[src/rtl/temp_collect_if.sv]
// rtl/temp_collect_if.sv - sample input, frame output and status bundle for temp_collect
interface temp_collect_if #(
    parameter int W = 16
);
    logic         sample_valid;
    logic [W-1:0] sample_data;
    logic         sample_ready;
    logic [W-1:0] temp1;
    logic [W-1:0] temp2;
    logic [W-1:0] temp3;
    logic [W-1:0] temp4;
    logic         frame_valid;
    logic         frame_ack;
    logic [7:0]   frame_count;
    logic         timeout_flag;

    modport master (
        output sample_valid, sample_data, frame_ack,
        input  sample_ready, temp1, temp2, temp3, temp4,
               frame_valid, frame_count, timeout_flag
    );

    modport slave (
        input  sample_valid, sample_data, frame_ack,
        output sample_ready, temp1, temp2, temp3, temp4,
               frame_valid, frame_count, timeout_flag
    );
endinterface

[src/rtl/temp_collect.sv]
// rtl/temp_collect.sv - gathers four temperature samples into a held frame
// Optional partial-frame timeout is compiled in with TEMP_COLLECT_TIMEOUT_EN.
module temp_collect #(
    parameter int W       = 16,
    parameter int TIMEOUT = 255
) (
    input  logic          clk,
    input  logic          rst,
    temp_collect_if.slave bus
);
    typedef enum logic {FILL, HOLD} state_t;

    state_t       state;
    state_t       state_next;
    logic [1:0]   idx;
    logic [W-1:0] t1;
    logic [W-1:0] t2;
    logic [W-1:0] t3;
    logic [W-1:0] t4;
    logic         fv;
    logic [7:0]   fcnt;
    logic         accept;
    logic         frame_done;
    logic         ack_take;
    logic         idle_fire;

    always_ff @(posedge clk or posedge rst) begin
        if (rst) state <= FILL;
        else     state <= state_next;
    end

    always_comb begin
        state_next = state;
        accept     = 1'b0;
        frame_done = 1'b0;
        ack_take   = 1'b0;
        case (state)
            FILL: begin
                accept = bus.sample_valid;
                if (accept && idx == 2'd3) begin
                    frame_done = 1'b1;
                    state_next = HOLD;
                end
            end
            HOLD: begin
                // The ack edge only releases the frame; a waiting sample is taken next edge.
                if (bus.frame_ack) begin
                    ack_take   = 1'b1;
                    state_next = FILL;
                end
            end
            default: state_next = FILL;
        endcase
    end

    always_ff @(posedge clk or posedge rst) begin
        if (rst) begin
            idx  <= 2'd0;
            t1   <= '0;
            t2   <= '0;
            t3   <= '0;
            t4   <= '0;
            fv   <= 1'b0;
            fcnt <= 8'd0;
        end else begin
            if (accept) begin
                case (idx)
                    2'd0:    t1 <= bus.sample_data;
                    2'd1:    t2 <= bus.sample_data;
                    2'd2:    t3 <= bus.sample_data;
                    default: t4 <= bus.sample_data;
                endcase
                idx <= idx + 2'd1;
            end else if (idle_fire) begin
                idx <= 2'd0;
            end
            if (frame_done) begin
                fv   <= 1'b1;
                fcnt <= fcnt + 8'd1;
            end else if (ack_take) begin
                fv <= 1'b0;
            end
        end
    end

`ifdef TEMP_COLLECT_TIMEOUT_EN
    localparam int CW = $clog2(TIMEOUT + 1);

    logic [CW-1:0] idle_cnt;
    logic          to_flag;

    // An acceptance on the would-be timeout edge wins, so accept gates the fire.
    assign idle_fire = (state == FILL) && (idx != 2'd0) && !accept
                       && (idle_cnt == CW'(TIMEOUT - 1));

    always_ff @(posedge clk or posedge rst) begin
        if (rst) begin
            idle_cnt <= '0;
            to_flag  <= 1'b0;
        end else begin
            to_flag <= idle_fire;
            if (state != FILL || idx == 2'd0 || accept || idle_fire)
                idle_cnt <= '0;
            else
                idle_cnt <= idle_cnt + CW'(1);
        end
    end

    assign bus.timeout_flag = to_flag;
`else
    logic unused_timeout;
    assign unused_timeout   = (TIMEOUT > 0);
    assign idle_fire        = 1'b0;
    assign bus.timeout_flag = 1'b0;
`endif

    assign bus.sample_ready = (state == FILL);
    assign bus.temp1        = t1;
    assign bus.temp2        = t2;
    assign bus.temp3        = t3;
    assign bus.temp4        = t4;
    assign bus.frame_valid  = fv;
    assign bus.frame_count  = fcnt;
endmodule

[src/flat_wrapper.sv]
// flat-port wrapper written by rule: the top's interface ports become plain ports
module temp_collect_flat 
#(
    parameter int W       = 16,
    parameter int TIMEOUT = 255
)
  (clk, rst, bus_sample_valid, bus_sample_data, bus_frame_ack, bus_sample_ready, bus_temp1, bus_temp2, bus_temp3, bus_temp4, bus_frame_valid, bus_frame_count, bus_timeout_flag);
  temp_collect_if #(.W(W)) bus_i ();
  input  logic clk;
  input  logic rst;
  input wire logic [$bits(bus_i.sample_valid)-1:0] bus_sample_valid;
  input wire logic [$bits(bus_i.sample_data)-1:0] bus_sample_data;
  input wire logic [$bits(bus_i.frame_ack)-1:0] bus_frame_ack;
  output wire logic [$bits(bus_i.sample_ready)-1:0] bus_sample_ready;
  output wire logic [$bits(bus_i.temp1)-1:0] bus_temp1;
  output wire logic [$bits(bus_i.temp2)-1:0] bus_temp2;
  output wire logic [$bits(bus_i.temp3)-1:0] bus_temp3;
  output wire logic [$bits(bus_i.temp4)-1:0] bus_temp4;
  output wire logic [$bits(bus_i.frame_valid)-1:0] bus_frame_valid;
  output wire logic [$bits(bus_i.frame_count)-1:0] bus_frame_count;
  output wire logic [$bits(bus_i.timeout_flag)-1:0] bus_timeout_flag;
  assign bus_i.sample_valid = bus_sample_valid;
  assign bus_i.sample_data = bus_sample_data;
  assign bus_i.frame_ack = bus_frame_ack;
  assign bus_sample_ready = bus_i.sample_ready;
  assign bus_temp1 = bus_i.temp1;
  assign bus_temp2 = bus_i.temp2;
  assign bus_temp3 = bus_i.temp3;
  assign bus_temp4 = bus_i.temp4;
  assign bus_frame_valid = bus_i.frame_valid;
  assign bus_frame_count = bus_i.frame_count;
  assign bus_timeout_flag = bus_i.timeout_flag;
  temp_collect #(.W(W), .TIMEOUT(TIMEOUT)) u_core (.clk(clk), .rst(rst), .bus(bus_i));
endmodule
[config.mk]
export PLATFORM = sky130hd
export DESIGN_NAME = temp_collect_flat
export DESIGN_NICKNAME = d
export VERILOG_FILES = /design/src/rtl/temp_collect_if.sv /design/src/rtl/temp_collect.sv /design/src/flat_wrapper.sv
export SDC_FILE = /design/constraint.sdc
export NUM_CORES = 1
export LEC_CHECK = 0
export CORE_MARGIN = 2
export CORE_UTILIZATION = 50
export DETAILED_ROUTE_END_ITERATION = 12
export DONT_BUFFER_PORTS = 1
export GPL_TIMING_DRIVEN = 0
export PLACE_DENSITY = 0.7
export REMOVE_ABC_BUFFERS = 1
export SKIP_LAST_GASP = 1
export SYNTH_ARGS = -nofsm -noshare
export SYNTH_HDL_FRONTEND = slang
export SYNTH_SLANG_ARGS = --single-unit
[constraint.sdc]
create_clock -name clk -period 3.1 [get_ports clk]
set_input_delay 0.93 -clock clk [delete_from_list [all_inputs] [get_ports clk]]
set_output_delay 0.93 -clock clk [all_outputs]
set_load 0.01 [all_outputs]
# Yosys cells after proc, flatten, opt, wreduce, memory -nomap -nowiden
# Cells that the tools add are included.
# op_classes
add_sub_neg	2
eq_ne	3
n_mux	9
bitwise_logic	2
reduce_logical	8
# op_table
cell	count
8-bit by 1-bit adder with 8-bit output (second input constant)	1
1-bit 2-to-1 mux	8
2-bit AND reduction	4
2-bit == test (second input constant)	2
3-bit OR reduction	1
2-bit by 1-bit adder with 2-bit output (second input constant)	1
2-bit by 1-bit == test with 1-bit output (second input constant)	1
2-bit logical NOT	1
1-bit inverter	2
1-bit one-hot mux with 2 select lines	1
2-bit nonzero test	1
1-bit logical AND	1
# word_totals
reg_bits	76
inputBits	20
output_inout_bits	75
wordCells	32

# Depth between registers and ports, before layout
# Gate-level depths: netlist (run 1).
# logic_depth
ltp_word	5
mapped_depth	5
depth_no_buf	4

# Worst setup path after synthesis (run 1)
# No wires, ideal clock.
# synth_path
kind	input -> register
startpoint	input bus_sample_valid
endpoint	register u_core.t1[0] (netlist: u_core.bus.temp1[0])
setup_time_ns	0.125
arrival_time_ns	1.747
required_ns	2.975
setup_slack_ns	1.228
path_stages	5
n_path_buf	2
path_cell_list	nor2b_2 > buf_6 > nand2_8 > buf_12 > mux2_4
# synth_via
elab_chain_len	2
# synth_rtl
element	line_no	rtl
start: declaration	flat_wrapper.sv:11	input wire logic [$bits(bus_i.sample_valid)-1:0] bus_sample_valid;
1-bit 2-to-1 mux	temp_collect.sv:37	case (state)
2-bit AND reduction (no source line)	-	
end signal: assignment	temp_collect.sv:68	2'd0: t1 <= bus.sample_data;
end: declaration	temp_collect.sv:16	logic [W-1:0] t1;
# Every way passes these cells.
# A chain may end at the register's enable or synchronous reset.

# Final worst setup path (run 1)
# layout_path
startpoint	input bus_sample_valid
endpoint	register u_core.t3[9] (netlist: u_core.bus.temp3[9])
# layout_via
elab_chain_len	2
# layout_rtl
element	line_no	rtl
1-bit 2-to-1 mux	temp_collect.sv:37	
2-bit AND reduction (no source line)	-	
end signal: assignment	temp_collect.sv:70	2'd2: t3 <= bus.sample_data;
end: declaration	temp_collect.sv:18	logic [W-1:0] t3;
# Every way passes these cells.

==> results of run 1 <==
[worst min-delay path by stage]
stage / start / endpoint / slack (ps) / depth (start not counted)
2_1_floorplan: u_core.bus.frame_count[7] / u_core.bus.frame_count[7] / 500 / 1
3_3_place_gp: u_core.bus.frame_valid / u_core.bus.frame_valid / 530 / 2
3_5_place_dp: u_core.bus.frame_count[7] / u_core.bus.frame_count[7] / 540 / 1
4_1_cts: u_core.bus.frame_count[7] / u_core.bus.frame_count[7] / 550 / 1
5_1_grt: u_core.bus.frame_count[7] / u_core.bus.frame_count[7] / 570 / 1
6_report: u_core.bus.frame_count[7] / u_core.bus.frame_count[7] / 550 / 1
[registers in the layout, indices dropped and copies added (netlist names)]
name and flops:
u_core.bus.temp1 16, u_core.bus.temp2 16, u_core.bus.temp3 16, u_core.bus.temp4 16, u_core.bus.frame_count 8, u_core.idx 2, u_core.bus.frame_valid 1, u_core.state 1
[power groups by stage]
stage / logic, mW / clock network (mW) / registers [mW]
after floorplan: 0.896 / 0 / 1.99
after global placement: 0.974 / 0 / 2.10
after detailed placement: 1.04 / 0 / 2.12
after CTS: 1.04 / 0.637 / 2.11
after global routing: 1.12 / 0.683 / 2.17
final: 1.02 / 0.620 / 2.10
[cell families after synthesis]
family / after synthesis / synth area share
AO/OA/AOI/OAI: 2 / 0.00317
XOR/XNOR: 8 / 0.0222
adder cells (fa/ha/maj): 5 / 0.0198
buffers and inverters: 11 / 0.0329
flip-flops: 76 / 0.603
multiplexers: 65 / 0.268
other: 1 / 0.00119
AND/OR/NAND/NOR: 21 / 0.0500
[cell usage in the layout, fill, tap and decap left out]
master / instances
sky130_fd_sc_hd__and3_1: 1
sky130_fd_sc_hd__and3b_2: 1
sky130_fd_sc_hd__clkbuf_8: 9
sky130_fd_sc_hd__clkinv_2: 5
sky130_fd_sc_hd__clkinvlp_4: 1
sky130_fd_sc_hd__conb_1: 1
sky130_fd_sc_hd__dfrtp_1: 76
sky130_fd_sc_hd__ha_1: 5
sky130_fd_sc_hd__inv_1: 3
sky130_fd_sc_hd__inv_4: 1
sky130_fd_sc_hd__mux2_2: 35
sky130_fd_sc_hd__mux2_4: 30
sky130_fd_sc_hd__nand2_1: 7
sky130_fd_sc_hd__nand2_8: 3
sky130_fd_sc_hd__nand4_1: 4
sky130_fd_sc_hd__nor2_1: 1
sky130_fd_sc_hd__nor2b_2: 1
sky130_fd_sc_hd__nor3_1: 2
sky130_fd_sc_hd__o21ai_0: 2
sky130_fd_sc_hd__or2b_1: 1
sky130_fd_sc_hd__xnor2_1: 4
sky130_fd_sc_hd__xor2_1: 4
[synth_stat cells (all sizes together)]
cell   instances  share of area
nand2         10          0.027
and3           1         0.0020
inv            4         0.0048
nand4          4         0.0079
mux2          65           0.27
xnor2          4          0.011
buf            7          0.028
or2b           1         0.0024
xor2           4          0.011
o21ai          2         0.0032
conb           1         0.0012
nor3           2         0.0032
and3b          1         0.0032
nor2           1         0.0012
ha             5          0.020
nor2b          1         0.0028
dfrtp         76           0.60
[final cells by class]
type / instances / share of cell area
tap: 75 / 0.0283
sequential: 76 / 0.573
clock inverter: 6 / 0.00980
multi-input combinational: 102 / 0.346
inverter: 4 / 0.00528
clock buffer: 9 / 0.0373
[metal layers]
layer / vias to the layer above / global-route usage
met3: 12 / 0.0716
met4: 0 / 0.0850
met1: 759 / 0.211
met2: 79 / 0.282
li1: 660 / -
met5: - / 0
==> results list, run 1 <==
* Status: finished, final reports clean
- Before CTS, the worst setup slack after placement is 815 ps.
* Internal power: 2.40 mW
- TritonCTS built the clock tree.
- Final weighted congestion in routability-driven placement: 0.753
* Final setup violating endpoints: 0
- Area of the die: 0.00696 mm²
- Between clock sinks in the finished design, the worst skew comes to 6.66 ps.
* Number of buffers on the longest clock path: 2
* Wire length after detailed routing: 5620 µm
* Launch point of the critical path: bus_sample_valid
- Postcts setup bufs: 0
* Gates resized, CTS repair: 0
* Highest Clock Rate: 520 MHz
* Setup repair after global routing missed its margin: no
* Seq. cell area: 0.00190 mm²
* Minimum setup slack in the final design: 1180 ps
* Non-filler cells in the finished layout: 272
- Height of the chip: 83.4 µm
- In this run the critical register-to-register path is launched from u_core.state.
- Average size of a mapped cell: 16.7 µm²
* Crit-path max cell delay: 610 ps
- The critical path ends at u_core.bus.temp3[9].
- In the final routed layout, each cell accounts on average for 20.7 µm.
- The worst path needs 1920 ps of the cycle, external delays included.
* Overall power of the completed layout: 3.74 mW
- Root cell of the clock tree: sky130_fd_sc_hd__clkbuf_8
* Class of the worst hold path: flip-flop to flip-flop
- Vias in the first global route: 1735
* Least-Margin Pin Slew: 900 ps
* Psw: 1.34 mW
- The share of the Yosys chip area taken by registers is 0.603.
* Final core utilization: 0.551
- Data arrives at the worst endpoint at 2140 ps.
- Kind of end point of the critical path: flip-flop
- At the end of the flow, the number of nets in the layout was 218.
- The first detailed-routing pass took 4 iterations.
- Cell with the biggest individual delay on the critical path: sky130_fd_sc_hd__nor2b_2
* CTS H-tree depth: 3
- 0 antenna diodes ended up in the layout.
- Clock network latency to the later pin of the worst-skew pair: 330 ps
- After routing the design area is 0.00332 mm².
- The first global-routing pass estimated 9480 µm of wire.
* Floorplan core area: 0.00603 mm²
- The share of total power dissipated in the clock network is 0.166.
- Setup total negative slack on the finished layout was measured at 0 ps.
* Number of max-capacitance violations reported: 0
- For this design the static power due to leakage is 1.55 nW.
* First-iteration detailed-routing DRC count: 65
- Count of unique library cells instantiated by Yosys: 22
- Area added between synthesis and finish: 5.20%
* Part of the power in combinational logic: 0.273
- Synthesis inferred 76 register bits.
- # hold bufs at CTS: 0
- After detailed routing, no signal wire sits above met4.
- R2R cell count: 3
- Synthesis handed over a netlist of 189 instances.
* Share of total power consumed by net switching: 0.358
- Reg clk slew, reported paths: 70 ps
* Final HPWL DP: 3730 µm
- Total of warnings raised by yosys: 0
- Maximum resistive drop on vdd: 0.000564 V
* Relative slew slack: 0.400
- The number of antenna violations at the first check in global routing came to 0.
- The count of nets left with antenna violations once routing finished came out at 0.
- Internal reg-to-reg setup slack: 1330 ps
- Effective utilization at floorplan: 0.523
* Number of sinks driven by the clock tree: 76
- Reg-to-Reg End: u_core.bus.temp3[9]
* Post-Synthesis Cell Area: 0.00315 mm²
* Amount of wire on met3 after detailed routing: 476 µm
* Horizontal die dimension: 83.4 µm
* Cell count after placement: 257
- Cell area after placement: 0.00316 mm²
* Area of the multi-input gates: 0.00115 mm²
- Cell chain of the critical path: nor2b_2 -> nand2_8 -> mux2_4
* Wire length on met1: 2210 µm
* Total power divided by cell area: 1130 mW/mm²
- The critical path is of the primary input to flip-flop type.
- Top cell family by delay on the critical path: simple AND/OR/NAND/NOR gates
- Number of gates on the worst path with buffers counted: 3
- The share of total power dissipated in sequential elements is 0.562.
- Sum of buffers and inverters on the critical path: 0
* Startpoint kind of the worst setup timing path: primary input
- Io pins: 95
- Total vias in the final route: 1510
- In the routed layout, each cell is associated on average with a via count of 5.55.
- The number of pins with negative max-slew slack in the final report is 0.
* TritonCTS Buffers: 9
* Count of input and output buffers: 0
- Count of filler cells inserted in the layout: 504
* Worst Hold Slack: 545 ps
* Row cnt: 28
- In the routed design, unresolved DRC markers number 0.
* Final worst-path cycle share: 0.620
- The number of endpoints with negative hold slack in the final report came to 0.
* Gr usage total: 0.177
- Crit path max fanout: 16
- Met2 routed wirelength: 2820 µm
* Share of layout cells above drive strength 1: 0.437
- Required time of the critical path: 3320 ps
* Pin count of the biggest net entering global routing: 77
- Global routing finished with a remaining overflow of 0.
No activity file was read; power rests on OpenSTA's default activity.
==> run 2, diff against run 1 <==
--- a/config.mk
+++ b/config.mk
@@ -10,7 +10,7 @@
 export DETAILED_ROUTE_END_ITERATION = 12
 export DONT_BUFFER_PORTS = 1
 export GPL_TIMING_DRIVEN = 0
-export PLACE_DENSITY = 0.7
+export PLACE_DENSITY = 0.73
 export REMOVE_ABC_BUFFERS = 1
 export SKIP_LAST_GASP = 1
 export SYNTH_ARGS = -nofsm -noshare
==> constraint.sdc (replaced) <==
create_clock -name clk -period 1.65 [get_ports clk]
set_input_delay 0.495 -clock clk [delete_from_list [all_inputs] [get_ports clk]]
set_output_delay 0.495 -clock clk [all_outputs]
set_load 0.01 [all_outputs]
==> results list, run 2 (synthesis gave the netlist of run 1 again) <==
- Detail Route Antenna Nets: 0
- Vias in the first global route: 1772
* Count of input and output buffers: 0
- For this run, the total global-route usage over all layers was measured as 0.181.
* Area of the die: 0.00696 mm²
- The first TritonRoute pass finished after 4 iterations.
- TritonCTS created 9 clock buffers.
- CTS H-tree depth: 3
- Power spread over the standard cell area amounts to 2180 mW/mm².
* # DRC: 0
- Number of sinks driven by the clock tree: 76
- The final layout contains 220 nets.
- Relative to the synthesized area, the layout overhead comes to 8.21%.
* Non-filler cells in the finished layout: 275
- The total overflow left after global routing is 0.
* Postcts setup bufs: 0
- During I/O placement, the number of pins put on the boundary was 95.
- Slew Limit Fails: 0
- Across all layers, the routed design uses 1546 vias.
- The first global-routing pass estimated 9550 µm of wire.
- Reg clk slew, reported paths: 80 ps
- For the worst setup path, the data arrival time is 1780 ps.
- Most common library cell in the layout ignoring fill and taps: sky130_fd_sc_hd__dfrtp_1
* Kind of end point of the critical path: flip-flop
* Least-Margin Pin Slew: 743 ps
* Final core utilization: 0.566
* Count of filler cells inserted in the layout: 473
- Number of max-capacitance violations reported: 0
- The final layout contains routed wiring with a total length of 6040 µm.
* Effective utilization at floorplan: 0.523
- TritonCTS built the clock tree.
* Clock network latency to the later pin of the worst-skew pair: 340 ps
* Count of inserted antenna diode cells: 0
- Setup_tns: 0 ps
- The smallest clock period supported by the final layout is computed as 1560 ps.
- Status: finished, final reports clean
- Highest Clock Rate: 641 MHz
- Including well taps, the total number of placed cells is 258.
* Clock Skew: 6.50 ps
- From bottom edge to top edge, the die measures 83.4 µm.
- The number of antenna violations at the first check in global routing came to 0.
* Final setup violating endpoints: 0
- After detailed routing, the average wire length per cell comes to 21.9 µm.
* Setup repair after global routing missed its margin: no
- Along the worst path, the maximum fanout reaches 10.
* Relative slew slack: 0.504
- The tree is rooted in a sky130_fd_sc_hd__clkbuf_8.
- Class of the worst hold path: primary input to asynchronous set/reset pin
* Final HPWL DP: 4050 µm
- In the routed layout, each cell is associated on average with a via count of 5.62.
- Critical path type: flip-flop to flip-flop
- The analysis attributes to cell leakage a power of 1.59 nW.
- Final number of hold-violating endpoints: 0
* Share of layout cells above drive strength 1: 0.440
- Maximum resistive drop on vdd: 0.00101 V
- Summing internal, switching and leakage power gives 7.46 mW.
- After floorplanning, the core was sized to cover 0.00603 mm².
- Required time of the critical path: 1880 ps
- Pin count of the biggest net entering global routing: 42
* Final worst-path cycle share: 0.945
- First-iteration detailed-routing DRC count: 68
- Final weighted congestion in routability-driven placement: 0.856
- Leaving out fill and tap cells, the most frequent cells in the layout are 76 x sky130_fd_sc_hd__dfrtp_1, 35 x sky130_fd_sc_hd__mux2_2, 30 x sky130_fd_sc_hd__mux2_4.
- The clock passes through at most 2 buffers.
- The die is 83.4 µm wide.
- Startpoint kind of the worst setup timing path: flip-flop
- After floorplanning, the core was divided into 28 placement rows.
[run 2: per-stage QoR]
step / area, µm² / hold slack, ps / worst slack, ps
2_1_floorplan: 3070 / 504 / -783
4_1_cts: 3400 / 156 / 27.2
6_report: 3410 / 153 / 90.9
5_1_grt: 3410 / 194 / 26.2
3_5_place_dp: 3180 / 523 / -199
3_3_place_gp: 3160 / 521 / -1220
[run 2: cell type report]
| type | count | area [µm²] | area share |
|---|---|---|---|
| Sequential cell | 76 | 1900 | 0.557 |
| Multi-Input combinational cell | 103 | 1170 | 0.342 |
| Clock buffer | 10 | 128 | 0.0374 |
| Tap cell | 75 | 93.8 | 0.0275 |
| Clock inverter | 6 | 88.8 | 0.0260 |
| Timing Repair Buffer | 1 | 20.0 | 0.00587 |
| Inverter | 4 | 15.0 | 0.00440 |
[run 2: path summary, 6_finish.rpt]
check                                            end                       from  slack, ps  cells after the start
hold / removal                   u_core.bus.temp1[7]                        rst        150                      1
hold reg to reg            u_core.bus.frame_count[7]  u_core.bus.frame_count[7]        530                      1
setup reg to reg                u_core.bus.temp4[11]              u_core.idx[1]         90                      3
setup / recovery                u_core.bus.temp4[11]              u_core.idx[1]         90                      3
min in group clk                        u_core.state              bus_frame_ack        260                      1
max in group asynchronous        u_core.bus.temp1[9]                        rst        830                      2
[run 2: routing by layer]
metal / vias up / global-route usage / share of wire
met4: 0 / 0.104 / 0.021
met5: - / 0 / 0
met1: 809 / 0.204 / 0.40
met3: 10 / 0.0606 / 0.062
met2: 71 / 0.298 / 0.52
li1: 656 / - / -
[run 2: what timing repair did]
item                                    CTS  global route
resized for setup                         2             1
cloned                                    0             1
hold buffers                              0             0
endpoints found under the setup margin   67            18
[run 2: critical path: stages, from the launching register on]
cell and delay [ps]:
sky130_fd_sc_hd__dfrtp_1 390, sky130_fd_sc_hd__ha_1 270, sky130_fd_sc_hd__and3b_2 410, sky130_fd_sc_hd__mux2_2 370
[run 2: where the power goes]
part	switching, mW	internal [mW]
clock	0.671	0.852
combinational	0.739	1.22
sequential	1.18	2.79
total	2.59	4.86
==> run 3, diff against run 2 <==
--- a/config.mk
+++ b/config.mk
@@ -5,8 +5,10 @@
 export SDC_FILE = /design/constraint.sdc
 export NUM_CORES = 1
 export LEC_CHECK = 0
+export CAP_MARGIN = 20
 export CORE_MARGIN = 2
 export CORE_UTILIZATION = 50
+export CTS_CLUSTER_DIAMETER = 150
 export DETAILED_ROUTE_END_ITERATION = 12
 export DONT_BUFFER_PORTS = 1
 export GPL_TIMING_DRIVEN = 0
==> results list, run 3 (synthesis gave the netlist of run 1 again) <==
* Status: finished, final reports clean
- Worst slack at placement: -199 ps
* Internal reg-to-reg setup slack: 90 ps
* Count of filler cells inserted in the layout: 473
* Highest-count cells in the layout ignoring fill and taps: 76 x sky130_fd_sc_hd__dfrtp_1, 35 x sky130_fd_sc_hd__mux2_2, 30 x sky130_fd_sc_hd__mux2_4
- From synthesis to final layout, the design area changed by 8.21%.
- Detail Route Antenna Nets: 0
- The worst-case IR drop observed on VDD is 0.00101 V.
* DRT Pass-1 Iters: 4
- Of the total power, the share spent switching nets is 0.348.
- Root cell of the clock tree: sky130_fd_sc_hd__clkbuf_8
- Seq pwr share: 0.533
- Least-Margin Pin Slew: 743 ps
- Final core utilization: 0.566
- Final worst-path cycle share: 0.945
- Relative slew slack: 0.504
- In the global route stage, overall resource usage came out at 0.181.
* Effective utilization at floorplan: 0.523
- Kind of end point of the critical path: flip-flop
* # DRC: 0
* Amount of wire on met3 after detailed routing: 373 µm
- Crit path max fanout: 10
- Slew Limit Fails: 0
* Final HPWL DP: 4050 µm
* Wire length after detailed routing: 6040 µm
* Routed len/inst: 21.9 µm
- Count of input and output buffers: 0
- The number of antenna diodes in the final layout is 0.
- Met2 routed wirelength: 3130 µm
* Number of buffers on the longest clock path: 2
* Number of max-capacitance violations reported: 0
* Share of layout cells above drive strength 1: 0.440
* Clock Skew: 6.50 ps
- For this design the total switching power over the nets is 2.59 mW.
- Total vias in the final route: 1546
- Clock tree synthesis found a total of 76 sinks.
- The H-tree was split into 3 levels.
- CTS tree: done
- Part of the power in combinational logic: 0.263
* Final weighted congestion in routability-driven placement: 0.856
- Pin count of the biggest net entering global routing: 42
* Class of the worst hold path: primary input to asynchronous set/reset pin
* Minimum clock period: 1560 ps
- The library cell used most frequently in the layout, excluding fill and tap cells, is sky130_fd_sc_hd__dfrtp_1.
- Wire length of the first global-routing pass: 9550 µm
- Via/cell ratio: 5.62
- Io pins: 95
* Postcts setup bufs: 0
- At the end of the flow, the number of nets in the layout was 220.
- Setup repair after global routing left no endpoint under its margin.
- Startpoint kind of the worst setup timing path: flip-flop
* Minimum setup slack in the final design: 90.9 ps
- Reg clk slew, reported paths: 80 ps
- For this design the ratio of total power to cell area is 2180 mW/mm².
* Total congestion overflow after global routing: 0
- Setup_tns: 0 ps
- The number of clock buffers added by TritonCTS is 9.
* Standby leakage power: 1.59 nW
- Final setup violating endpoints: 0
* Height of the chip: 83.4 µm
- Wire length on met1: 2400 µm
- Cell area after placement: 0.00318 mm²
- The clock reaches the later pin of the worst-skew pair after 340 ps.
- Total non-filler cell area in the finished layout: 0.00341 mm²
- Area of the multi-input gates: 0.00117 mm²
- Internal power: 4.86 mW
- In this run, the number of DRC markers left after iteration 0 of detailed routing was 68.
- Share of power burned in the clock network: 0.204
* Floorplan core area: 0.00603 mm²
* Highest Clock Rate: 641 MHz
* Final number of hold-violating endpoints: 0
* Required time of the critical path: 1880 ps
* Vias in the first global route: 1772
* Antenna violations before repair: 0
- Horizontal die dimension: 83.4 µm
* Row cnt: 28
- The die covers 0.00696 mm².
- Seq. cell area: 0.00190 mm²
- Data on the critical path arrives at its endpoint at 1780 ps.
- The critical path in this run is classified as flip-flop to flip-flop.
* Highest Signal Layer: met4
run 3: cell counts in the layout (fill, tap and decap cells not counted):
No cell type changed its count.
run 3: metal layers:
layer	vias up	GRT usage
li1	656	-
met1	809	0.204
met2	71	0.298
met3	10	0.0606
met4	0	0.104
met5	-	0
run 3: final cells by class:
| type | count | area share |
|---|---|---|
| timing repair buffer | 1 | 0.00587 |
| inverter | 4 | 0.00440 |
| tap | 75 | 0.0275 |
| clock buffer | 10 | 0.0374 |
| multi-input combinational | 103 | 0.342 |
| clock inverter | 6 | 0.0260 |
| sequential | 76 | 0.557 |
run 3: critical path, stage by stage, from the launching register on:
cell and delay [ps]:
sky130_fd_sc_hd__dfrtp_1 390, sky130_fd_sc_hd__ha_1 270, sky130_fd_sc_hd__and3b_2 410, sky130_fd_sc_hd__mux2_2 370
run 3: final timing paths:
path,startpoint,endpoint,depth (start not counted)
worst max-delay path,u_core.idx[1],u_core.bus.temp4[11],3
worst min-delay path,rst,u_core.bus.temp1[7],1
worst max register to register,u_core.idx[1],u_core.bus.temp4[11],3
worst min register to register,u_core.bus.frame_count[7],u_core.bus.frame_count[7],1
max in group asynchronous,rst,u_core.bus.temp1[9],2
min in group clk,bus_frame_ack,u_core.state,1
run 3: what timing repair did:
action | 4_1_cts | 5_1_grt
cloned | 0 | 1
hold buffers | 0 | 0
endpoints found under the setup margin | 67 | 18
resized for setup | 2 | 1
endpoints found under the hold margin | 0 | 0
run 3: power groups by stage:
| stage | combinational (mW) | clock [mW] | sequential [mW] |
|---|---|---|---|
| 6_report | 1.96 | 1.52 | 3.97 |
| 5_1_grt | 2.14 | 1.65 | 4.08 |
| 4_1_cts | 1.98 | 1.56 | 3.99 |
| 3_5_place_dp | 1.96 | 0 | 4.01 |
| 3_3_place_gp | 1.83 | 0 | 3.94 |
| 2_1_floorplan | 1.68 | 0 | 3.73 |
run 3: per-stage QoR:
stage | hold WS [ps] | cells | power (mW)
2_1_floorplan | 504 | 182 | 5.41
5_1_grt | 194 | 275 | 7.87
4_1_cts | 156 | 274 | 7.53
3_3_place_gp | 521 | 257 | 5.77
6_report | 153 | 275 | 7.46
3_5_place_dp | 523 | 258 | 5.97
